File: config.mk
export PLATFORM = sky130hd
export DESIGN_NAME = truth_table_sequencer
export DESIGN_NICKNAME = d
export VERILOG_FILES = /design/src/rtl/truth_table_sequencer.sv
export SDC_FILE = /design/constraint.sdc
export NUM_CORES = 1
export LEC_CHECK = 0
export ABC_CLOCK_PERIOD_IN_PS = 7200
export BUFFER_PORTS_ARGS = -buffer_cell sky130_fd_sc_hd__buf_2
export CAP_MARGIN = 20
export CORE_ASPECT_RATIO = 1.4
export CORE_MARGIN = 4
export CORE_UTILIZATION = 60
export CTS_BUF_LIST = sky130_fd_sc_hd__clkbuf_16
export DETAILED_ROUTE_END_ITERATION = 12
export PLACE_DENSITY = 0.75
export SLEW_MARGIN = 0
export SYNTH_ARGS = -nofsm -noshare
export SYNTH_HDL_FRONTEND = slang
export SYNTH_SLANG_ARGS = --single-unit
File: constraint.sdc
create_clock -name clk -period 7.2 [get_ports clk]
set_clock_uncertainty 0.05 [all_clocks]
set_input_delay 1.44 -clock clk [delete_from_list [all_inputs] [get_ports clk]]
set_output_delay 1.44 -clock clk [all_outputs]
set_load 0.02 [all_outputs]
File: src/rtl/truth_table_sequencer.sv
// truth_table_sequencer: steps a two-input boolean op through all four (a,b) combinations,
// building a 4-bit truth table and running gate-identity self-checks on every step.
module truth_table_sequencer #(
    parameter int step_cycles = 25_000_000
) (
    input  logic       clk,
    input  logic       rst,
    input  logic       start,
    input  logic [2:0] op_sel,
    output logic       a_out,
    output logic       b_out,
    output logic       result,
    output logic [3:0] table_led,
    output logic       busy,
    output logic       done,
    output logic       check_err
);
    localparam int w_cnt = $clog2(step_cycles + 1);
    typedef enum logic [1:0] {IDLE, APPLY, HOLD, DONE} state_t;
    state_t           r_state, w_next;
    logic [2:0]       r_op;
    logic [1:0]       r_idx;
    logic [w_cnt-1:0] r_cnt;
    logic             w_a, w_b, w_res, w_fail;
    assign w_a = r_idx[1];
    assign w_b = r_idx[0];
    always_comb begin
        w_res = 1'b0;
        case (r_op)
            3'd0: w_res = w_a & w_b;
            3'd1: w_res = w_a | w_b;
            3'd2: w_res = w_a ^ w_b;
            3'd3: w_res = ~(w_a & w_b);
            3'd4: w_res = ~(w_a | w_b);
            3'd5: w_res = ~(w_a ^ w_b);
            3'd6: w_res = ~(w_a & w_b);
            default: w_res = ~(w_a | w_b);
        endcase
    end
    // De Morgan pair plus gate-level XOR; any disagreement flags a broken datapath
    assign w_fail = ((~(w_a & w_b)) != (~w_a | ~w_b))
                  | ((~(w_a | w_b)) != (~w_a & ~w_b))
                  | ((w_a ^ w_b) != ((~w_a & w_b) | (w_a & ~w_b)));
    always_comb begin
        w_next = r_state;
        case (r_state)
            IDLE, DONE: w_next = start ? APPLY : r_state;
            APPLY:      w_next = HOLD;
            HOLD:       w_next = (r_cnt != '0) ? HOLD : (r_idx == 2'd3) ? DONE : APPLY;
            default:    w_next = IDLE;
        endcase
    end
    always_ff @(posedge clk) begin
        if (rst) r_state <= IDLE;
        else     r_state <= w_next;
    end
    always_ff @(posedge clk) begin
        if (rst) begin
            r_op      <= '0;
            r_idx     <= '0;
            r_cnt     <= '0;
            a_out     <= 1'b0;
            b_out     <= 1'b0;
            result    <= 1'b0;
            table_led <= '0;
            busy      <= 1'b0;
            done      <= 1'b0;
            check_err <= 1'b0;
        end else begin
            busy <= (w_next == APPLY) || (w_next == HOLD);
            done <= (w_next == DONE);
            case (r_state)
                IDLE, DONE: if (start) begin
                    r_op      <= op_sel;
                    r_idx     <= '0;
                    table_led <= '0;
                    check_err <= 1'b0;
                end
                APPLY: begin
                    a_out            <= w_a;
                    b_out            <= w_b;
                    result           <= w_res;
                    table_led[r_idx] <= w_res;
                    check_err        <= check_err | w_fail;
                    r_cnt            <= w_cnt'(step_cycles - 1);
                end
                HOLD: begin
                    if (r_cnt != '0)        r_cnt <= r_cnt - w_cnt'(1);
                    else if (r_idx != 2'd3) r_idx <= r_idx + 2'd1;
                end
                default: ;
            endcase
        end
    end
endmodule

==> reports/qor.tcl, run 1 <==
set qor(finalSetupViolCount) 0
set qor(synth.yosys.seq_area_share) 0.383
set qor(rows) 25
set qor(worst_ep_required_time_ns) 7.35
set qor(hold_start) {r_op[1]}
set qor(crit_path_cell_trace) {nor4_1 > nand4_1 > o311ai_2 > o21ai_0 > a31oi_1}
set qor(design.portCount) 16
set qor(worstMarginPinSlew_ns) 0.920
set qor(kind_of_end_point_of_the_critical_path) {flip-flop}
set qor(synth.net_count) 266
set qor(p_leak_nw) 0.862
set qor(holdCritPathClass) {flip-flop to flip-flop}
set qor(synth_top_family_by_area) {simple AND/OR/NAND/NOR gates}
set qor(initial_utilization) 0.638
set qor(critPathTopFamily) {compound AO/OA/AOI/OAI gates}
set qor(number_of_flops_mapped_to_enable_cells_by_yosys) 0
set qor(worst_r2r_path_depth) 5
set qor(syn_inst) 251
set qor(final_core_util) 0.700
set qor(post_synth_adder_cell_area) 0.0513
set qor(worst_hold_path.num_cells) 2
set qor(maximum_vdd_drop_v) 0.000266
set qor(fmax_mhz) 357
set qor(place.port_buffers) 15
set qor(postCtsResizedCells) 0
set qor(layoutNonFillerInstCount) 302
set qor(nNetsFinal) 276
set qor(synthSimpleGateAreaFrac) 0.280
set qor(worst_path_max_delay_cell) {sky130_fd_sc_hd__o311ai_2}
set qor(fp.dieW_um) 59.1
set qor(timing.critical_path.depth) 5
set qor(synthXorXnorAreaFrac) 0.00798
set qor(synthTopCellsByCount) {42 x sky130_fd_sc_hd__dfxtp_1, 18 x sky130_fd_sc_hd__nand2_1, 18 x sky130_fd_sc_hd__nor2_1}
set qor(grt_util_all_layers) 0.231
set qor(cts_root_buf) {sky130_fd_sc_hd__clkbuf_16}
set qor(synth.lib_cells_used.distinct) 48
set qor(synth.area.mux_share) 0.0439
set qor(vias_in_the_first_global_route) 1851
set qor(placed_cells_incl_taps) 294
set qor(gp_congestion) 0.791
set qor(cts.path.max_buffers) 2
set qor(die_y_um) 79.6
set qor(post_cts.repair.setup_buffers) 0
set qor(grt_antenna_before_repair) 0
set qor(power-per-cell-area_nw_per_um2) 378
set qor(register_bit_count_reported_by_yosys) 42
set qor(drv_cap) 0
set qor(unrepaired_setup_endpoints_after_global_routing) {no}
set qor(finalSetupTns_ns) 0
set qor(cts.htree.levels) 2
set qor(most_frequently_used_cell_type_in_the_post_synthesis_netlist) {sky130_fd_sc_hd__dfxtp_1}
set qor(cts_sinks) 42
set qor(final_min_period_over_clock_period) 0.389
set qor(tritoncts.num_buffers) 5
set qor(floorplan.core_area_um2) 3440
set qor(synth_top_cell_area_share) 0.383
set qor(hold-path-endpoint) {r_op[1]}
set qor(area_growth_pct) 9.75
set qor(timing.critical_path.fanout_max) 15
set qor(post_drt_via_cell_ratio) 6.38
set qor(tritoncts) {built}
set qor(syn_area_um2) 2190
set qor(post_synthesis_compound_gate_area_fraction) 0.196
set qor(pre_antenna_drt_iters) 4
set qor(pin_count_of_the_biggest_net_entering_global_routing) 43
set qor(totalPowerFinal_w) 0.000910
set qor(remaining_drc_errors) 0
set qor(design.die.area_um2) 4700
set qor(slowest_delay_ns) 0.90
set qor(worst-setup-path-type) {flip-flop to flip-flop}
set qor(grt_overflow_total) 0
set qor(synth_area_leaders) {sky130_fd_sc_hd__dfxtp_1 38%, sky130_fd_sc_hd__ha_1 5.1%, sky130_fd_sc_hd__or4_1 4.1%}
set qor(cts_hold_buffers) 0
set qor(result_of_the_run) {finished clean}
set qor(synth_async_sr_flop_share) 0
set qor(synth.largest_area_cell) {sky130_fd_sc_hd__dfxtp_1}
set qor(worst_setup_path_startpoint) {r_cnt[14]}
set qor(reg2reg_slack_ns) 4.40
set qor(per_cell_routed_wire_length_um) 16.0
set qor(detail_route.iter0.violations) 102
set qor(cp.buffers_inverters) 0
set qor(fin_crit_ns) 2.80
set qor(finalWirelength_um) 4840
set qor(final_layout_size_suffix_gt1_frac) 0.130
set qor(via_count) 1928
set qor(insertedDiodeCount) 0
set qor(synth-warning-count) 0
set qor(clkTransAtPathRegs_ns) 0.06
set qor(worstSkewPairLatency_ns) 0.28
set qor(cp_data_arrival_time_ns) 2.95
set qor(ys.flop_type) {sky130_fd_sc_hd__dfxtp_1}
set qor(startpoint_type) {flip-flop}
set qor(avg_synthesized_cell_area_um2) 8.74
set qor(dp_hpwl_um) 3380
set qor(antenna_violating_nets_post_route) 0
set qor(r2r-end) {r_cnt[18]}
set qor(final-max-slew-violation-count) 0
set qor(relSlewSlack) 0.386
set qor(grt_pass1_wl_um) 8380
set qor(hold_viol) 0
set qor(regToRegStartpoint) {r_cnt[14]}
==> registers in the layout, indices dropped and copies added (netlist names) <==
signal / count
a_out: 1
b_out: 1
busy: 1
check_err: 1
done: 1
r_cnt: 25
r_idx: 2
r_op: 3
r_state: 2
result: 1
table_led: 4
==> power by group <==
group,leakage (nW),total [W],switching (W),internal [W]
clock,0.0724,0.000210,0.0000852,0.000125
combinational,0.446,0.000362,0.000229,0.000133
sequential,0.344,0.000338,0.0000525,0.000285
total,0.862,0.000910,0.000367,0.000544
==> worst max path at each step <==
stage                      endpoint  slack [ns]
final                     r_cnt[18]        4.40
after floorplan           r_cnt[23]        4.78
after global placement         busy        4.51
after detailed placement  r_cnt[18]        4.47
after global routing      r_cnt[18]        4.01
after CTS                 r_cnt[18]        4.44
==> layout by cell type, fill, tap and decap left out, drive strengths merged, types with 7 or more instances in the layout <==
master,netlist,routed
or4,12,12
nand2,18,18
inv,9,10
nor4,7,7
ha,9,9
dfxtp,42,42
nor2,18,18
buf,3,15
o21ai,14,14
nor3,7,7
a21oi,10,10
or3,8,8
a31oi,10,10
o31ai,9,9
==> tightest hold or removal path: stages (launching register included) <==
cell and delay, ns:
sky130_fd_sc_hd__dfxtp_1 0.32, sky130_fd_sc_hd__nand2_1 0.05, sky130_fd_sc_hd__a21oi_1 0.05
==> metrics by stage <==
stage	worst slack, ns	hold slack (ns)	area (um^2)
floorplan	4.78	0.384	2190
global placement	4.51	0.400	2270
detailed placement	4.47	0.413	2270
CTS	4.44	0.425	2410
global route	4.01	0.433	2410
finish	4.40	0.421	2410
==> per-layer routing <==
metal / share of wire / track usage / routed length [um]
met1: 0.42 / 0.276 / 2050
met2: 0.52 / 0.392 / 2500
met3: 0.033 / 0.0388 / 160
met4: 0.027 / 0.107 / 129
met5: 0 / 0 / 0
==> cells by family after synthesis <==
family,count (synthesis)
AOI/OAI and AO/OA,64
xor gates and xnor gates,2
adders and majority gates,9
buffers and inverters,21
DFF,42
muxes,8
and+or+nand+nor,105
==> area by class of cell <==
| cell class | instances | area (um^2) |
|---|---|---|
| sequential | 42 | 841 |
| fill | 300 | 1030 |
| multi-input combinational | 188 | 1270 |
| clock buffer | 5 | 125 |
| tap | 40 | 50.0 |
| inverter | 9 | 33.8 |
| timing repair buffer | 15 | 75.1 |
| clock inverter | 3 | 12.5 |
Note: power is estimated with default switching activity, not from simulation.
==> run 2, diff against run 1 <==
--- a/config.mk
+++ b/config.mk
@@ -5,15 +5,16 @@
 export SDC_FILE = /design/constraint.sdc
 export NUM_CORES = 1
 export LEC_CHECK = 0
-export ABC_CLOCK_PERIOD_IN_PS = 7200
+export ABC_AREA = 1
+export ABC_CLOCK_PERIOD_IN_PS = 2250
 export BUFFER_PORTS_ARGS = -buffer_cell sky130_fd_sc_hd__buf_2
 export CAP_MARGIN = 20
 export CORE_ASPECT_RATIO = 1.4
 export CORE_MARGIN = 4
-export CORE_UTILIZATION = 60
+export CORE_UTILIZATION = 55
 export CTS_BUF_LIST = sky130_fd_sc_hd__clkbuf_16
 export DETAILED_ROUTE_END_ITERATION = 12
-export PLACE_DENSITY = 0.75
+export PLACE_DENSITY = 0.72
 export SLEW_MARGIN = 0
 export SYNTH_ARGS = -nofsm -noshare
 export SYNTH_HDL_FRONTEND = slang
==> constraint.sdc (replaced) <==
create_clock -name clk -period 2.25 [get_ports clk]
set_clock_uncertainty 0.05 [all_clocks]
set_input_delay 0.45 -clock clk [delete_from_list [all_inputs] [get_ports clk]]
set_output_delay 0.45 -clock clk [all_outputs]
set_load 0.02 [all_outputs]
==> reports/qor.tcl, run 2 <==
set qor(power-per-cell-area_nw_per_um2) 1640 ;# +340%
set qor(p_seq_frac) 0.262 ;# -0.109
set qor(design.portCount) 16 ;# unchanged
set qor(power.combinational.fraction) 0.589 ;# +0.191
set qor(syn_inst) 404 ;# +61%
set qor(post_cts.repair.setup_buffers) 0 ;# unchanged
set qor(worst_r2r_path_depth) 9 ;# +4
set qor(design.die.area_um2) 5850 ;# +24%
set qor(area_growth_pct) 9.45
set qor(rows) 29 ;# +16%
set qor(finalSetupTns_ns) 0 ;# unchanged
set qor(kind_of_end_point_of_the_critical_path) {flip-flop}
set qor(clkTransAtPathRegs_ns) 0.06 ;# about the same
set qor(cts.path.max_buffers) 2 ;# unchanged
set qor(grt_antenna_before_repair) 0 ;# unchanged
set qor(timing.critical_path.fanout_max) 5 ;# -10
set qor(grt_overflow_total) 0 ;# unchanged
set qor(insertedDiodeCount) 0 ;# unchanged
set qor(synth.yosys.seq_area_share) 0.327 ;# -0.0560
set qor(finalSetupViolCount) 0 ;# unchanged
set qor(via_count) 2572 ;# +33%
set qor(synth.net_count) 419 ;# +58%
set qor(register_bit_count_reported_by_yosys) 42 ;# unchanged
set qor(totalPowerFinal_w) 0.00463 ;# +410%
set qor(final_min_period_over_clock_period) 0.858 ;# +0.469
set qor(largest_register_ffs) 25 ;# unchanged
set qor(per_cell_routed_wire_length_um) 13.0 ;# -19%
set qor(area_of_all_placed_cells_without_fillers_um2) 2810 ;# +17%
set qor(finalWirelength_um) 6220 ;# +29%
set qor(fmax_mhz) 518 ;# +45%
set qor(antenna_violating_nets_post_route) 0 ;# unchanged
set qor(initial_utilization) 0.567 ;# -0.0712
set qor(floorplan.core_area_um2) 4540 ;# +32%
set qor(worst_ep_required_time_ns) 2.37 ;# -4.98 ns
set qor(dp_hpwl_um) 4530 ;# +34%
set qor(tritoncts.num_buffers) 5 ;# unchanged
set qor(most_frequently_used_cell_type_in_the_post_synthesis_netlist) {sky130_fd_sc_hd__nand2_1}
set qor(unrepaired_setup_endpoints_after_global_routing) {no}
set qor(worst_hold_path.num_cells) 3 ;# +1
set qor(most_common_cell_after_layout_fill_and_taps_aside) {sky130_fd_sc_hd__nand2_1}
set qor(cts.htree.levels) 2 ;# unchanged
set qor(pin_count_of_the_biggest_net_entering_global_routing) 28 ;# -35%
set qor(cp_data_arrival_time_ns) 2.05 ;# -0.90 ns
set qor(fin_crit_ns) 1.93 ;# -0.873 ns
set qor(postCtsResizedCells) 0 ;# unchanged
set qor(avg_synthesized_cell_area_um2) 6.36 ;# -27%
set qor(place.port_buffers) 15 ;# unchanged
set qor(startpoint_type) {flip-flop}
set qor(detail_route.iter0.violations) 157 ;# +54%
set qor(p_leak_nw) 1.26 ;# +46%
set qor(final_core_util) 0.620 ;# -0.0799
set qor(remaining_drc_errors) 0 ;# unchanged
set qor(fp.dieW_um) 65.8 ;# +11%
set qor(vias_in_the_first_global_route) 2474 ;# +34%
set qor(synth_area_leaders) {sky130_fd_sc_hd__dfxtp_1 33%, sky130_fd_sc_hd__nand2_1 14%, sky130_fd_sc_hd__nand3_1 10%}
set qor(final_layout_size_suffix_gt1_frac) 0.0959 ;# -0.0338
set qor(largest_register) {r_cnt}
set qor(pre_antenna_drt_iters) 5 ;# +1
set qor(internal_power_w) 0.00231 ;# +330%
set qor(layout.cells.most_common_list) {97 x sky130_fd_sc_hd__nand2_1, 60 x sky130_fd_sc_hd__nor2_1, 53 x sky130_fd_sc_hd__nand3_1}
set qor(synth.largest_area_cell) {sky130_fd_sc_hd__dfxtp_1}
set qor(cts_root_buf) {sky130_fd_sc_hd__clkbuf_16}
set qor(hold_viol) 0 ;# unchanged
set qor(ys.flop_type) {sky130_fd_sc_hd__dfxtp_1}
set qor(synth.lib_cells_used.distinct) 32 ;# -33%
set qor(drv_cap) 0 ;# unchanged
set qor(synth_async_sr_flop_share) 0 ;# unchanged
set qor(nNetsFinal) 431 ;# +56%
set qor(worstMarginPinSlew_ns) 0.470 ;# -0.449 ns
set qor(power.share.switching) 0.500 ;# +0.0972
set qor(holdCritPathClass) {input port to flip-flop}
set qor(tritoncts) {built}
set qor(grt_util_all_layers) 0.235 ;# +0.00409
set qor(maximum_vdd_drop_v) 0.000778 ;# +190%
set qor(cts_sinks) 42 ;# unchanged
set qor(layoutNonFillerInstCount) 479 ;# +59%
set qor(syn_area_um2) 2570 ;# +17%
set qor(placed_cells_incl_taps) 471 ;# +60%
set qor(relSlewSlack) 0.685 ;# +0.300
set qor(worstSkewPairLatency_ns) 0.29 ;# about the same
set qor(synthTopCellsByCount) {97 x sky130_fd_sc_hd__nand2_1, 60 x sky130_fd_sc_hd__nor2_1, 53 x sky130_fd_sc_hd__nand3_1}
set qor(synth-warning-count) 0 ;# unchanged
set qor(cts_hold_buffers) 0 ;# unchanged
set qor(synth_top_cell_area_share) 0.327 ;# -0.0560
set qor(grt_pass1_wl_um) 10600 ;# +27%
set qor(gp_congestion) 0.909 ;# +15%
set qor(number_of_flops_mapped_to_enable_cells_by_yosys) 0 ;# unchanged
set qor(die_y_um) 88.9 ;# +12%
set qor(share_clk_of_total_power) 0.149 ;# -0.082
set qor(postPlaceCellArea_um2) 2680 ;# +18%
set qor(worst-setup-path-type) {flip-flop to flip-flop}
set qor(netSwitchingPower_w) 0.00231 ;# +530%
set qor(result_of_the_run) {finished clean}
set qor(post_drt_via_cell_ratio) 5.37 ;# -16%
set qor(final-max-slew-violation-count) 0 ;# unchanged
set qor(reg.largest.list) {r_cnt (25), table_led (4), r_op (3)}
-- run 2: changes by cell type after synthesis, moves of 9 or more --
| cell | previous run | this run |
|---|---|---|
| sky130_fd_sc_hd__nand3_1 | 4 | 53 |
| sky130_fd_sc_hd__nor2_1 | 18 | 60 |
| sky130_fd_sc_hd__o31ai_1 | 9 | 0 |
| sky130_fd_sc_hd__nand2_1 | 18 | 97 |
| sky130_fd_sc_hd__inv_1 | 9 | 38 |
| sky130_fd_sc_hd__a21oi_1 | 10 | 36 |
| sky130_fd_sc_hd__or4_1 | 12 | 0 |
-- run 2: area by class of cell --
| type | instances | area (um^2) |
|---|---|---|
| fillers | 461 | 1720 |
| multi-input cells | 308 | 1500 |
| flip-flops and latches | 42 | 841 |
| inverters | 40 | 150 |
| clock buffers | 5 | 125 |
| repair buffers | 19 | 105 |
| well taps | 62 | 77.6 |
| clock inverters | 3 | 12.5 |
-- run 2: per-layer routing --
metal | track usage | vias up | part of all wire
met5 | 0 | - | 0
met4 | 0.123 | 0 | 0.028
met3 | 0.0432 | 17 | 0.033
met2 | 0.446 | 53 | 0.54
met1 | 0.238 | 1168 | 0.40
li1 | - | 1334 | -
-- run 2: path summary, 6_finish.rpt --
path / startpoint / endpoint / slack, ns
max: r_state[0] / busy / 0.32
min: op_sel[0] / r_op[0] / 0.36
max reg2reg: r_state[0] / busy / 0.32
min reg2reg: check_err / check_err / 0.40
-- run 2: worst max-delay path, cell delays in order (launching register included) --
cell and delay, ns:
sky130_fd_sc_hd__dfxtp_1 0.34, sky130_fd_sc_hd__inv_1 0.05, sky130_fd_sc_hd__ha_1 0.36, sky130_fd_sc_hd__inv_1 0.10
sky130_fd_sc_hd__or2_1 0.29, sky130_fd_sc_hd__o22ai_1 0.15, sky130_fd_sc_hd__a21oi_1 0.09, sky130_fd_sc_hd__ha_1 0.29
sky130_fd_sc_hd__inv_1 0.05, sky130_fd_sc_hd__nor2_1 0.03
-- run 2: cell families after synthesis --
group	count (synthesis)	synth area share
AOI/OAI and AO/OA	56	0.114
xor gates and xnor gates	4	0.0136
adders and majority gates	9	0.0438
buffers and inverters	54	0.0886
DFF	42	0.327
and+or+nand+nor	239	0.413
-- run 2: metrics by stage --
stage / worst slack [ns] / hold slack, ns
finish: 0.320 / 0.363
global route: 0.0938 / 0.380
CTS: 0.331 / 0.362
detailed placement: 0.338 / 0.389
global placement: 0.368 / 0.380
floorplan: 0.519 / 0.394
-- run 2: power by group through the flow --
stage	Combinational, W	Clock, W	Sequential (W)
floorplan	0.00214	0	0.00121
global placement	0.00266	0	0.00121
detailed placement	0.00270	0	0.00122
CTS	0.00272	0.000697	0.00121
global route	0.00313	0.000732	0.00124
finish	0.00273	0.000688	0.00121
